<file path="config.mk">
export PLATFORM = sky130hd
export DESIGN_NAME = axis_fir_stim_gen
export DESIGN_NICKNAME = d
export VERILOG_FILES = /design/src/rtl/axis_stim_pkg.sv /design/src/rtl/stim_pattern_gen.sv /design/src/rtl/axis_fir_stim_gen.sv
export SDC_FILE = /design/constraint.sdc
export NUM_CORES = 1
export LEC_CHECK = 0
export CAP_MARGIN = 20
export CELL_PAD_IN_SITES_DETAIL_PLACEMENT = 1
export CELL_PAD_IN_SITES_GLOBAL_PLACEMENT = 1
export CORE_MARGIN = 2
export CORE_UTILIZATION = 43
export DETAILED_ROUTE_END_ITERATION = 8
export PLACE_DENSITY_LB_ADDON = 0.1
export SLEW_MARGIN = 20
export SYNTH_ARGS = -nofsm -noshare
export SYNTH_HDL_FRONTEND = slang
export SYNTH_SLANG_ARGS = --single-unit
</file>
<file path="constraint.sdc">
create_clock -name clk -period 3.1 [get_ports clk]
set_input_delay 0.93 -clock clk [delete_from_list [all_inputs] [get_ports clk]]
set_output_delay 0.93 -clock clk [all_outputs]
set_load 0.01 [all_outputs]
</file>
<file path="src/rtl/axis_stim_pkg.sv">
// -----------------------------------------------------------------------------
// axis_stim_pkg
// Shared definitions for the AXI4-Stream FIR stimulus source:
//   mode_t    : pattern selection encodings
//   state_t   : sequencer states
//   LFSR_*    : Galois LFSR taps (x^16+x^14+x^13+x^11+1) and seed
//   lfsr_next : one right-shift Galois step
// -----------------------------------------------------------------------------
package axis_stim_pkg;

  typedef enum logic [1:0] {
    MODE_IMPULSE = 2'd0,
    MODE_STEP    = 2'd1,
    MODE_RAMP    = 2'd2,
    MODE_SQUARE  = 2'd3
  } mode_t;

  typedef enum logic [1:0] {
    ST_HOLD = 2'd0,
    ST_IDLE = 2'd1,
    ST_RUN  = 2'd2
  } state_t;

  localparam logic [15:0] LFSR_POLY = 16'hB400;
  localparam logic [15:0] LFSR_SEED = 16'hACE1;

  function automatic logic [15:0] lfsr_next(input logic [15:0] s);
    return s[0] ? ((s >> 1) ^ LFSR_POLY) : (s >> 1);
  endfunction

endpackage

</file>
<file path="src/rtl/stim_pattern_gen.sv">
// -----------------------------------------------------------------------------
// stim_pattern_gen
// Combinational test-pattern value for sample index n.
// Ports:
//   mode   in  2       pattern select (impulse/step/ramp/square)
//   n      in  N_W     sample index within the packet
//   sample out DATA_W  two's complement pattern value
// -----------------------------------------------------------------------------
module stim_pattern_gen
  import axis_stim_pkg::*;
#(
  parameter int          DATA_W   = 16,
  parameter int          N_W      = 6,
  parameter int unsigned AMP      = 32'h4000,
  parameter int unsigned HALF_PER = 8
) (
  input  logic [1:0]        mode,
  input  logic [N_W-1:0]    n,
  output logic [DATA_W-1:0] sample
);

  logic [DATA_W-1:0] amp_t;
  logic              half_odd;

  assign amp_t = DATA_W'(AMP);

  // Odd half-period index selects the negative half of the square wave.
  assign half_odd = ((32'(n) / HALF_PER) % 32'd2) == 32'd1;

  always_comb begin
    sample = '0;
    case (mode_t'(mode))
      MODE_IMPULSE: sample = (n == '0) ? amp_t : '0;
      MODE_STEP:    sample = amp_t;
      MODE_RAMP:    sample = DATA_W'(n);
      MODE_SQUARE:  sample = half_odd ? -amp_t : amp_t;
      default:      sample = '0;
    endcase
  end

endmodule

</file>
<file path="src/rtl/axis_fir_stim_gen.sv">
// -----------------------------------------------------------------------------
// axis_fir_stim_gen
// AXI4-Stream test-pattern source feeding the FIR s_axis port. After reset it
// waits RST_HOLD+1 cycles, then on each accepted start emits one packet of
// PKT_LEN samples per channel, channels interleaved and tagged on tid.
// Optional feature macro: AXIS_STIM_NOISE_EN adds signed 8-bit LFSR noise to
// every beat; when undefined no LFSR logic is built.
// Reset must be released synchronously to clk (upstream synchroniser).
// Ports:
//   clk            in   1       system clock
//   reset          in   1       async active-high reset
//   start          in   1       begin one packet (IDLE only)
//   mode           in   2       pattern select, latched on accepted start
//   m_axis_tdata   out  DATA_W  sample
//   m_axis_tvalid  out  1       sample valid
//   m_axis_tready  in   1       downstream ready
//   m_axis_tlast   out  1       last beat of packet
//   m_axis_tid     out  TID_W   channel of current beat
//   busy           out  1       high in HOLD and RUN
//   done           out  1       pulse after final handshake
//   pkt_count      out  16      packets completed since reset
//
// state   | meaning
// ST_HOLD | post-reset quiet period, start ignored
// ST_IDLE | waiting for start
// ST_RUN  | streaming beats of one packet
// -----------------------------------------------------------------------------
module axis_fir_stim_gen
  import axis_stim_pkg::*;
#(
  parameter int          DATA_W   = 16,
  parameter int          NUM_CH   = 2,
  parameter int          PKT_LEN  = 64,
  parameter int unsigned AMP      = 32'h4000,
  parameter int unsigned HALF_PER = 8,
  parameter int          RST_HOLD = 4,
  localparam int         TID_W    = (NUM_CH > 1) ? $clog2(NUM_CH) : 1
) (
  input  logic              clk,
  input  logic              reset,
  input  logic              start,
  input  logic [1:0]        mode,
  output logic [DATA_W-1:0] m_axis_tdata,
  output logic              m_axis_tvalid,
  input  logic              m_axis_tready,
  output logic              m_axis_tlast,
  output logic [TID_W-1:0]  m_axis_tid,
  output logic              busy,
  output logic              done,
  output logic [15:0]       pkt_count
);

  localparam int N_W = (PKT_LEN > 1) ? $clog2(PKT_LEN) : 1;
  localparam int H_W = (RST_HOLD > 0) ? $clog2(RST_HOLD + 1) : 1;

  localparam logic [TID_W-1:0] CH_LAST   = TID_W'(NUM_CH - 1);
  localparam logic [N_W-1:0]   N_LAST    = N_W'(PKT_LEN - 1);
  localparam logic [H_W-1:0]   HOLD_LAST = H_W'(RST_HOLD);

  state_t            state;
  logic [H_W-1:0]    hold_cnt;
  logic [1:0]        mode_q;
  logic [N_W-1:0]    n_q;

  logic              hs;
  logic [1:0]        mode_sel;
  logic [N_W-1:0]    n_nxt;
  logic [TID_W-1:0]  ch_nxt;
  logic              tlast_nxt;
  logic [DATA_W-1:0] pat;
  logic [DATA_W-1:0] tdata_nxt;

  assign hs = m_axis_tvalid && m_axis_tready;

  // Position of the beat that will be presented next: first beat of a packet
  // when idle, otherwise the successor of the current beat.
  always_comb begin
    mode_sel = mode;
    n_nxt    = '0;
    ch_nxt   = '0;
    if (state == ST_RUN) begin
      mode_sel = mode_q;
      if (m_axis_tid == CH_LAST) begin
        n_nxt  = n_q + N_W'(1);
        ch_nxt = '0;
      end else begin
        n_nxt  = n_q;
        ch_nxt = m_axis_tid + TID_W'(1);
      end
    end
  end

  assign tlast_nxt = (n_nxt == N_LAST) && (ch_nxt == CH_LAST);

  stim_pattern_gen #(
    .DATA_W   (DATA_W),
    .N_W      (N_W),
    .AMP      (AMP),
    .HALF_PER (HALF_PER)
  ) u_pattern (
    .mode   (mode_sel),
    .n      (n_nxt),
    .sample (pat)
  );

`ifdef AXIS_STIM_NOISE_EN
  logic [15:0] lfsr_q;
  logic [15:0] lfsr_adv;
  logic [7:0]  noise_lo;

  assign lfsr_adv = lfsr_next(lfsr_q);
  // First beat of a packet uses the seed; each later beat the advanced state.
  assign noise_lo  = (state == ST_RUN) ? lfsr_adv[7:0] : LFSR_SEED[7:0];
  assign tdata_nxt = pat + DATA_W'($signed(noise_lo));

  always_ff @(posedge clk or posedge reset) begin
    if (reset) begin
      lfsr_q <= LFSR_SEED;
    end else if (state == ST_IDLE && start) begin
      lfsr_q <= LFSR_SEED;
    end else if (state == ST_RUN && hs) begin
      lfsr_q <= lfsr_adv;
    end
  end
`else
  assign tdata_nxt = pat;
`endif

  always_ff @(posedge clk or posedge reset) begin
    if (reset) begin
      state         <= ST_HOLD;
      hold_cnt      <= '0;
      mode_q        <= MODE_IMPULSE;
      n_q           <= '0;
      m_axis_tid    <= '0;
      m_axis_tdata  <= '0;
      m_axis_tvalid <= 1'b0;
      m_axis_tlast  <= 1'b0;
      busy          <= 1'b0;
      done          <= 1'b0;
      pkt_count     <= '0;
    end else begin
      done <= 1'b0;
      case (state)
        ST_HOLD: begin
          if (hold_cnt == HOLD_LAST) begin
            state <= ST_IDLE;
            busy  <= 1'b0;
          end else begin
            hold_cnt <= hold_cnt + H_W'(1);
            busy     <= 1'b1;
          end
        end
        ST_IDLE: begin
          if (start) begin
            state         <= ST_RUN;
            busy          <= 1'b1;
            mode_q        <= mode;
            n_q           <= n_nxt;
            m_axis_tid    <= ch_nxt;
            m_axis_tdata  <= tdata_nxt;
            m_axis_tlast  <= tlast_nxt;
            m_axis_tvalid <= 1'b1;
          end
        end
        ST_RUN: begin
          if (hs) begin
            if (m_axis_tlast) begin
              state         <= ST_IDLE;
              busy          <= 1'b0;
              m_axis_tvalid <= 1'b0;
              m_axis_tlast  <= 1'b0;
              done          <= 1'b1;
              pkt_count     <= pkt_count + 16'd1;
            end else begin
              n_q          <= n_nxt;
              m_axis_tid   <= ch_nxt;
              m_axis_tdata <= tdata_nxt;
              m_axis_tlast <= tlast_nxt;
            end
          end
        end
        default: state <= ST_HOLD;
      endcase
    end
  end

endmodule

</file>
==> summary.txt <==
Timing
  • Clock Skew: 4.01 ps
  • RSZ-0062 raised after global routing: false
  • Max Freq: 411 MHz
  • Least-Margin Pin Slew: 764 ps
  • Fin. Hold Viols: 0
  • Final min period: 2430 ps
  • Setup TNS: 0 ps
  • Crit share post-route: 78.5%
  • # setup viols final: 0
  • Relative max-transition margin: 49.1%
  • Slew Viols, Final: 0

Hold path
  • Hold Path Depth: 1
  • Hold Path End: pkt_count[15]
  • Hold Startpoint: pkt_count[15]
  • Hold Crit Class: reg -> reg

Clock tree
  • Sinks on Clock Net: 42
  • Cts bufs inserted: 5
  • Clock Path Buffers: 2
  • CTS Hold Bufs: 0
  • # Post-CTS Setup Buffers: 0
  • CTS tree: built
  • Later-pin clock latency in the skew report: 290 ps
  • Clock root buffer: clkbuf_8
  • Clk pin slew, worst setup/hold paths: 80 ps
  • Clock H-tree levels: 2
  • Post_cts resized: 0

Routing
  • ANT nets after route: 0
  • Vias/cell: 5.20
  • Drt wl/cell: 14.6 um
  • Remaining routing DRC violations: 0
  • Final WL: 4590 um
  • Initial DRC count: 58
  • Drt first pass iters: 4
  • Total number of vias: 1638

Placement
  • Port bufs: 34
  • # placed instances: 307
  • Routability cong.: 0.702
  • DP HPWL: 3280 um

Critical path
  • Critical Path Source Type: flop
  • CP required: 2170 ps
  • Type of the worst setup path: reg -> out
  • Worst-path cell chain: clkdlybuf4s50_1
  • Top delay family on crit path: buffers and inverters
  • Worst r2r dst: n_q[0]
  • Critical Path Fanout Max: 11
  • Worst Reg-to-Reg Cells: 6
  • Worst path bufs/invs: 1
  • Setup crit end kind: primary output
  • CP arrival: 1500 ps
  • Reg2reg setup slack: 670 ps
  • Worst r2r src: state[0]
  • CP max stage delay: 620 ps
  • Crit-path slowest cell: clkdlybuf4s50_1

Finish
  • FF/Latch Area: 1050 um2
  • Fin util: 54.6%
  • Fill cells: 559
  • Ant diodes: 0
  • NumNets Final: 261
  • Layout cells sized above 1: 7.66%
  • Layout Cells excl Fill: 315
  • Area occupied by multi-input gates: 1030 um2
  • Syn-to-layout area delta: 20.4%

Global routing
  • Total global-route track usage: 18.0%
  • Vias in the first global route: 1636
  • Largest net degree at the start of global routing: 43
  • Initial antenna violation count: 0
  • Grt ovf: 0
  • First-pass GRT wire length: 7800 um

Synthesis
  • Post-synthesis cell area: 2190 um2
  • Yosys reg bits: 42
  • Syn_area_per_cell: 10.4 um2
  • Async SR Flop Fraction: 100%
  • Post-synth EDFFs: 0
  • Leading area contributor after synthesis: dfrtp_1
  • Yosys top cell area share: 48.1%
  • Register area share after synthesis: 48.1%
  • Post-Syn Instances: 211
  • Synth warn: 0
  • Cell variety after synth: 45
  • Top post-synthesis cells by area: dfrtp_1, xnor2_1, nand2_1
  • Top_reg_cell synth: dfrtp_1

Floorplanning
  • Die Wd: 75.3 um
  • Die area: 5670 um2
  • Core Region: 4820 um2
  • I/O pin cnt: 43
  • Initial Util: 45.4%
  • Die Span Y: 75.3 um
  • Cell Rows: 25

Power and ir drop
  • Leak Pwr: 1.16 nW
  • Pwr Density: 585 nW/um2
  • Maximum VDD drop: 391 uV

Status
  • Status: completed

Run
  • Max-cap violations: 0
[stage by stage]
stage	total power, mW	hold WS, ps	setup slack [ps]	instance area (um2)
3_5_place_dp	1.19	464	447	2540
5_1_grt	1.65	486	422	2630
3_3_place_gp	1.18	461	518	2540
2_1_floorplan	1.09	470	1190	2210
6_report	1.54	473	666	2630
4_1_cts	1.56	477	628	2630
[placed cells by master (no fill, tap or decap), drive strengths merged, types with 3 or more instances in the layout]
cell type	synthesis	layout
xnor2	16	16
dfrtp	42	42
mux2	6	6
o21ai	12	12
inv	8	8
nand2b	4	4
nand3	8	8
a21oi	5	5
nand2	35	35
nand4	7	7
ha	8	8
nor2	4	4
clkdlybuf4s50	0	34
nor3	3	3
conb	1	8
o31ai	9	9
clkbuf	0	7
[cell type report]
type / count / area share, %
Sequential cell: 42 / 39.9
Clock buffer: 7 / 3.28
Tap cell: 67 / 3.19
Multi-Input combinational cell: 155 / 39.0
Clock inverter: 1 / 0.190
Timing Repair Buffer: 35 / 13.2
Inverter: 8 / 1.14
[synthesized netlist by cell type (2+ instances only)]
cell and instances:
inv_1 8, nor2b_1 2, and4_1 2, mux2_2 4
o31ai_1 9, nand4_1 6, ha_1 8, nand2b_1 4
a21o_1 2, buf_2 2, xor2_1 2, mux2i_1 2
o21ai_0 10, a21oi_1 5, a31oi_1 2, and4b_1 2
and3_1 2, nand2_1 35, xnor2_1 16, o21ai_1 2
dfrtp_1 42, buf_4 8, nor2_1 4, a22oi_1 2
buf_6 3, nand3_1 8
[routing by layer]
metal,GRT usage (%),vias up,part of all wire [%]
li1,-,787,-
met1,23.3,823,46
met2,30.5,26,51
met3,3.97,2,2.8
met4,5.26,0,0.59
met5,0,-,0
[power breakdown]
part / total [mW] / leakage, nW / internal [mW] / switching (mW)
clock: 0.362 / 0.0482 / 0.180 / 0.183
combinational: 0.486 / 0.553 / 0.214 / 0.272
sequential: 0.691 / 0.561 / 0.617 / 0.0741
total: 1.54 / 1.16 / 1.01 / 0.529
[flip-flops by register name, summed over array words and instances (netlist names)]
register	cells
n_q	6
state	2
done	1
mode_q	2
busy	1
m_axis_tid	1
m_axis_tlast	1
m_axis_tvalid	1
hold_cnt	3
m_axis_tdata	8
pkt_count	16
[cells by family (layout without fill, tap and decap cells)]
kind of cell / count (synthesis) / in the layout / share of synthesized area [%]
flip-flops: 42 / 42 / 48.1
buffers and inverters: 21 / 51 / 6.12
AND/OR/NAND/NOR: 73 / 73 / 17.7
other: 1 / 8 / 0.172
adder cells (fa/ha/maj): 8 / 8 / 4.58
XOR/XNOR: 18 / 18 / 7.21
AO/OA/AOI/OAI: 40 / 40 / 11.9
multiplexers: 8 / 8 / 4.18
[how the worst max path moves through the flow]
stage                             start          endpoint  slack (ps)  cells after the start
after global routing           state[0]            n_q[0]         420                      6
final                        m_axis_tid        m_axis_tid         670                      1
after floorplan           m_axis_tready  m_axis_tdata[14]        1190                      4
after global placement    m_axis_tready            n_q[0]         520                      5
after detailed placement          start            n_q[0]         450                      5
after CTS                      state[0]            n_q[0]         630                      6
[worst register-to-register path, cell delays in order, from the launching register on]
cell and delay (ps):
dfrtp_1 400, inv_1 120, ha_1 670, mux2i_1 280
a21o_1 450, o21ai_0 270, o31ai_1 100
(Power assumes the default switching activity.)
